## src/rtl/led_scan_scheduler_if.sv

```systemverilog
// Bundle between control logic and the display scan scheduler: nibble writes,
// commit and scroll controls in; anode/character/decimal-point drive and status out.
interface led_scan_scheduler_if;
    logic       wr_en;
    logic [3:0] wr_addr;
    logic [3:0] wr_data;
    logic       commit;
    logic       scroll_en;
    logic       commit_pending;
    logic       frame_tick;
    logic       an3;
    logic       an2;
    logic       an1;
    logic       an0;
    logic [3:0] char;
    logic       dp;

    modport master (
        output wr_en, wr_addr, wr_data, commit, scroll_en,
        input  commit_pending, frame_tick, an3, an2, an1, an0, char, dp
    );

    modport slave (
        input  wr_en, wr_addr, wr_data, commit, scroll_en,
        output commit_pending, frame_tick, an3, an2, an1, an0, char, dp
    );
endinterface

```

## src/rtl/led_scan_scheduler.sv

```systemverilog
// Four-digit seven-segment scan scheduler: double-buffered 16-nibble message,
// blanked anode rotation an3..an0, frame-boundary commit and optional scrolling.
module led_scan_scheduler #(
    parameter int unsigned SCAN_DIV      = 50000,
    parameter int unsigned BLANK         = 2000,
    parameter int unsigned SCROLL_FRAMES = 64
) (
    input logic                 clk,
    input logic                 reset,
    led_scan_scheduler_if.slave bus
);

    localparam int unsigned CntW = (SCAN_DIV > 1) ? $clog2(SCAN_DIV) : 1;
    localparam int unsigned FcW  = (SCROLL_FRAMES > 1) ? $clog2(SCROLL_FRAMES) : 1;

    logic [3:0]      shadow_q [16];
    logic [3:0]      shadow_d [16];
    logic [3:0]      active_q [16];
    logic [3:0]      active_d [16];
    logic [3:0]      offset_q, offset_d;
    logic [CntW-1:0] cnt_q, cnt_d;
    logic [1:0]      slot_q, slot_d;
    logic [FcW-1:0]  fcnt_q, fcnt_d;
    logic            pend_q, pend_d;
    logic [3:0]      an_q, an_d;
    logic [3:0]      char_q, char_d;
    logic            dp_q, dp_d;
    logic            ftick_q, ftick_d;

    logic            slot_last;
    logic            frame_end;
    logic            do_copy;
    logic            lit_d;
    logic [3:0]      idx_d;

    always_comb begin
        slot_last = (cnt_q == CntW'(SCAN_DIV - 1));
        frame_end = slot_last && (slot_q == 2'd3);
        do_copy   = frame_end && (pend_q || bus.commit);

        cnt_d  = slot_last ? '0 : cnt_q + 1'b1;
        slot_d = slot_last ? slot_q + 2'd1 : slot_q;

        shadow_d = shadow_q;
        if (bus.wr_en) begin
            shadow_d[bus.wr_addr] = bus.wr_data;
        end

        // Copy takes the pre-write shadow and outranks any scroll step.
        active_d = do_copy ? shadow_q : active_q;
        offset_d = offset_q;
        fcnt_d   = fcnt_q;
        pend_d   = pend_q;
        if (do_copy) begin
            offset_d = 4'd0;
            fcnt_d   = '0;
            pend_d   = 1'b0;
        end else begin
            if (bus.commit) begin
                pend_d = 1'b1;
            end
            if (frame_end && bus.scroll_en) begin
                if (fcnt_q == FcW'(SCROLL_FRAMES - 1)) begin
                    fcnt_d   = '0;
                    offset_d = offset_q + 4'd1;
                end else begin
                    fcnt_d = fcnt_q + 1'b1;
                end
            end
        end

        // Outputs are computed for the cycle the state is about to enter.
        idx_d   = offset_d + {2'b00, slot_d};
        lit_d   = (cnt_d >= CntW'(BLANK));
        an_d    = lit_d ? ~(4'b1000 >> slot_d) : 4'hF;
        char_d  = active_d[idx_d];
        dp_d    = !(lit_d && bus.scroll_en && (idx_d == 4'd0));
        ftick_d = (slot_d == 2'd3) && (cnt_d == CntW'(SCAN_DIV - 1));
    end

    always_ff @(posedge clk) begin
        if (reset) begin
            shadow_q <= '{default: 4'h0};
            active_q <= '{default: 4'h0};
            offset_q <= 4'd0;
            cnt_q    <= '0;
            slot_q   <= 2'd0;
            fcnt_q   <= '0;
            pend_q   <= 1'b0;
            an_q     <= 4'hF;
            char_q   <= 4'h0;
            dp_q     <= 1'b1;
            ftick_q  <= 1'b0;
        end else begin
            shadow_q <= shadow_d;
            active_q <= active_d;
            offset_q <= offset_d;
            cnt_q    <= cnt_d;
            slot_q   <= slot_d;
            fcnt_q   <= fcnt_d;
            pend_q   <= pend_d;
            an_q     <= an_d;
            char_q   <= char_d;
            dp_q     <= dp_d;
            ftick_q  <= ftick_d;
        end
    end

    assign bus.an3            = an_q[3];
    assign bus.an2            = an_q[2];
    assign bus.an1            = an_q[1];
    assign bus.an0            = an_q[0];
    assign bus.char           = char_q;
    assign bus.dp             = dp_q;
    assign bus.commit_pending = pend_q;
    assign bus.frame_tick     = ftick_q;

endmodule

```

## src/flat_wrapper.sv

```systemverilog
// flat-port wrapper written by rule: the top's interface ports become plain ports
module led_scan_scheduler_flat 
#(
    parameter int unsigned SCAN_DIV      = 50000,
    parameter int unsigned BLANK         = 2000,
    parameter int unsigned SCROLL_FRAMES = 64
)
  (clk, reset, bus_wr_en, bus_wr_addr, bus_wr_data, bus_commit, bus_scroll_en, bus_commit_pending, bus_frame_tick, bus_an3, bus_an2, bus_an1, bus_an0, bus_char, bus_dp);
  led_scan_scheduler_if bus_i ();
  input logic clk;
  input logic reset;
  input wire logic [$bits(bus_i.wr_en)-1:0] bus_wr_en;
  input wire logic [$bits(bus_i.wr_addr)-1:0] bus_wr_addr;
  input wire logic [$bits(bus_i.wr_data)-1:0] bus_wr_data;
  input wire logic [$bits(bus_i.commit)-1:0] bus_commit;
  input wire logic [$bits(bus_i.scroll_en)-1:0] bus_scroll_en;
  output wire logic [$bits(bus_i.commit_pending)-1:0] bus_commit_pending;
  output wire logic [$bits(bus_i.frame_tick)-1:0] bus_frame_tick;
  output wire logic [$bits(bus_i.an3)-1:0] bus_an3;
  output wire logic [$bits(bus_i.an2)-1:0] bus_an2;
  output wire logic [$bits(bus_i.an1)-1:0] bus_an1;
  output wire logic [$bits(bus_i.an0)-1:0] bus_an0;
  output wire logic [$bits(bus_i.char)-1:0] bus_char;
  output wire logic [$bits(bus_i.dp)-1:0] bus_dp;
  assign bus_i.wr_en = bus_wr_en;
  assign bus_i.wr_addr = bus_wr_addr;
  assign bus_i.wr_data = bus_wr_data;
  assign bus_i.commit = bus_commit;
  assign bus_i.scroll_en = bus_scroll_en;
  assign bus_commit_pending = bus_i.commit_pending;
  assign bus_frame_tick = bus_i.frame_tick;
  assign bus_an3 = bus_i.an3;
  assign bus_an2 = bus_i.an2;
  assign bus_an1 = bus_i.an1;
  assign bus_an0 = bus_i.an0;
  assign bus_char = bus_i.char;
  assign bus_dp = bus_i.dp;
  led_scan_scheduler #(.SCAN_DIV(SCAN_DIV), .BLANK(BLANK), .SCROLL_FRAMES(SCROLL_FRAMES)) u_core (.clk(clk), .reset(reset), .bus(bus_i));
endmodule
```

## config.mk

```make
export PLATFORM = sky130hd
export DESIGN_NAME = led_scan_scheduler_flat
export DESIGN_NICKNAME = d
export VERILOG_FILES = /design/src/rtl/led_scan_scheduler_if.sv /design/src/rtl/led_scan_scheduler.sv /design/src/flat_wrapper.sv
export SDC_FILE = /design/constraint.sdc
export NUM_CORES = 1
export LEC_CHECK = 0
export ABC_AREA = 1
export CAP_MARGIN = 20
export CORE_MARGIN = 2
export CORE_UTILIZATION = 25
export CTS_BUF_LIST = sky130_fd_sc_hd__clkbuf_8
export CTS_CLUSTER_DIAMETER = 60
export DETAILED_ROUTE_END_ITERATION = 8
export RECOVER_POWER = 100
export SYNTH_ARGS = -nofsm -noshare
export SYNTH_HDL_FRONTEND = slang
export SYNTH_SLANG_ARGS = --single-unit
```

## constraint.sdc

```tcl
create_clock -name clk -period 6.8 [get_ports clk]
set_input_delay 2.04 -clock clk [delete_from_list [all_inputs] [get_ports clk]]
set_output_delay 2.04 -clock clk [all_outputs]
set_load 0.01 [all_outputs]
```

==> impl_metrics.py <==
metrics = {
    "sta": {
        "relSlewSlack": -1.013,
        "min_period_ns": 5.648,
        "setup_viol": 0,
        "clock.fmax_mhz": 177.1,
        "fin_ws_ns": 1.152,
        "drv_slew": 165,
        "final_hold_viol_count": 0,
        "clock_skew_ns": 0.01333,
        "tightest_slew_ns": 3.019,
        "fin_tns_setup_ns": 0,
        "rsz0062_at_grt": "no",
        "post-route-period-util": 0.8305,
    },
    "synth": {
        "ys_warn_count": 0,
        "synthTopCellsByCount": "217 x nand2_1, 176 x nor2_1, 167 x dfxtp_1",
        "synth_cell_type_count": 34,
        "synth_area_leaders": "dfxtp_1 43%, nand2_1 10%, nor2_1 8.5%, nand3_1 7.2%, inv_1 6.7%",
        "ys.flop_type": "dfxtp_1",
        "synth.most_common_cell": "nand2_1",
        "postSynth.asyncResetShare": 0,
        "synth_edf_count": 0,
        "yosysSeqAreaShare": 0.4288,
        "yosysTopAreaCellShare": 0.4288,
        "avgSynthCellArea_um2": 6.840,
        "synth.largest_area_cell": "dfxtp_1",
        "syn_inst": 1140,
        "netlist_area_mm2": 0.007797,
        "syn-num-nets": 1161,
        "ys_ff_latch": 167,
    },
    "worst_setup_path": {
        "crit_arrival_ns": 6.00,
        "worstReg2RegStart": "u_core.cnt_q[0]",
        "crit_path_max_fanout": 59,
        "end_kind": "flip-flop",
        "startpoint_type": "input port",
        "path_class": "input port to flip-flop",
        "cp-startpoint": "reset",
        "cp_data_required_time_ns": 7.15,
    },
    "floorplan": {
        "start_util": 0.2542,
        "dieArea_mm2": 0.03262,
        "fp.dieH_um": 180.6,
        "coreArea_mm2": 0.03067,
        "die_x_um": 180.6,
        "io_pins": 24,
        "core.rowCount": 64,
    },
    "route": {
        "drt-pass1-iter-count": 5,
        "final_antenna_net_count": 0,
        "dr_total_vias": 7144,
        "viasPerCell": 4.627,
        "drt_iter0_drc": 542,
        "routed_wirelength_mm": 21.21,
        "wl_per_cell_um": 13.74,
        "drc": 0,
    },
    "layout": {
        "final_cell_count_no_fill": 1544,
        "num_antenna_cells": 0,
        "syn_to_final_growth_pct": 12.15,
        "drive_above_1_share": 0.05052,
        "fin_nets": 1158,
        "fin_area_mm2": 0.008745,
    },
    "clock_network": {
        "cts_tree": "built",
        "post_cts_buffers": 0,
        "cts_buffers": 17,
        "cts.path.max_buffers": 2,
        "root_buffer": "clkbuf_8",
        "cts.sinks": 167,
        "ctsResizeCount": 0,
        "hold_buffers": 0,
        "htreeDepth": 4,
        "cts.clk_slew.worst_paths_ns": 0.09,
        "clkLatencyLatePin_ns": 0.47,
    },
    "global_route": {
        "grt_overflow": 0,
        "grt_usage": 0.1332,
        "antenna_found_initial": 0,
        "grt_pass1_vias": 6721,
        "grt_pass1_wl_mm": 35.08,
        "grt_max_degree": 70,
    },
    "power_and_ir_drop": {
        "cellLeakagePower_nw": 3.576,
        "power.density_mw_per_mm2": 208.7,
        "ir_worst_vdd_mv": 0.09944,
    },
    "placed_design": {
        "io_buffer_count": 23,
        "dp_cells": 1514,
        "gp_congestion": 0.8795,
        "post-place-ws_ns": 1.269,
        "hpwlAfterDp_mm": 14.30,
        "place_area_mm2": 0.008347,
    },
    "worst_hold_path": {
        "holdCritStartpoint": "u_core.cnt_q[0]",
        "hp-class": "flip-flop to flip-flop",
    },
    "outcome": {
        "status": "complete, but fails checks",
        "violations": "max-capacitance violations, max-slew violations",
    },
    "run": {
        "drv_cap": 3,
    },
}
-- area by class of cell --
cell class	count	area (µm²)
inverters	147	551.8
multi-input cells	772	3659
flip-flops and latches	167	3343
well taps	396	495.5
clock buffers	18	247.7
repair buffers	32	280.3
fillers	3310	21920
clock inverters	12	167.7
-- power breakdown --
| group | switching [mW] | internal [mW] |
|---|---|---|
| sequential | 0.00462 | 0.987 |
| clock | 0.387 | 0.376 |
| combinational | 0.0534 | 0.0170 |
| total | 0.445 | 1.38 |
-- state kept, by name, summed over array words and instances (netlist names) --
signal                     cells
u_core.bus.dp                  1
u_core.bus.commit_pending      1
u_core.active_q               64
u_core.cnt_q                  16
u_core.slot_q                  2
u_core.an_q                    4
u_core.bus.frame_tick          1
u_core.bus.char                4
u_core.offset_q                4
u_core.fcnt_q                  6
u_core.shadow_q               64
-- cells by family after synthesis --
| group | Yosys count | synth area share |
|---|---|---|
| and+or+nand+nor | 608 | 0.3495 |
| xor gates and xnor gates | 11 | 0.01236 |
| AOI/OAI and AO/OA | 145 | 0.09387 |
| buffers and inverters | 201 | 0.1017 |
| DFF | 167 | 0.4288 |
| adders and majority gates | 8 | 0.01380 |
-- metal layers --
layer	global-route usage	up-vias	part of all wire
li1	-	3681	-
met1	0.1806	3279	0.49
met2	0.2144	161	0.45
met3	0.02466	23	0.048
met4	0.04129	0	0.014
met5	0	-	0
-- worst paths after layout --
kind | end | slack [ns] | cells past startpoint
setup / recovery | u_core.fcnt_q[3] | 1.15 | 5
hold / removal | u_core.cnt_q[0] | 0.46 | 1
setup reg to reg | u_core.bus.char[1] | 2.22 | 24
hold reg to reg | u_core.cnt_q[0] | 0.46 | 1
-- metrics by stage --
stage	hold WS (ns)	total power, mW	util
finish	0.4564	1.825	0.2851
global route	0.4744	1.897	0.2851
CTS	0.4603	1.847	0.2857
detailed placement	0.4432	1.085	0.2722
global placement	0.4360	1.085	0.2722
floorplan	0.4173	1.056	-
-- worst max-delay path, stage by stage --
cell and delay (ns):
clkbuf_1 0.85, clkbuf_1 2.18, nor2_1 0.45, nand2_1 0.31, nor2_1 0.07
-- layout by cell type, fill, tap and decap left out, types with 6 or more instances in the layout --
cell and n:
clkdlybuf4s50_1 10, inv_1 139, inv_2 6, dlygate4sd3_1 12
buf_4 6, nor3_1 9, a21oi_1 69, clkbuf_8 18
nand4_1 74, ha_1 6, xor2_1 7, dfxtp_1 167
nor2_1 176, o21ai_0 72, nand2_2 8, nand2_1 217
nand3_1 113
Note: power is estimated with default switching activity, not from simulation.
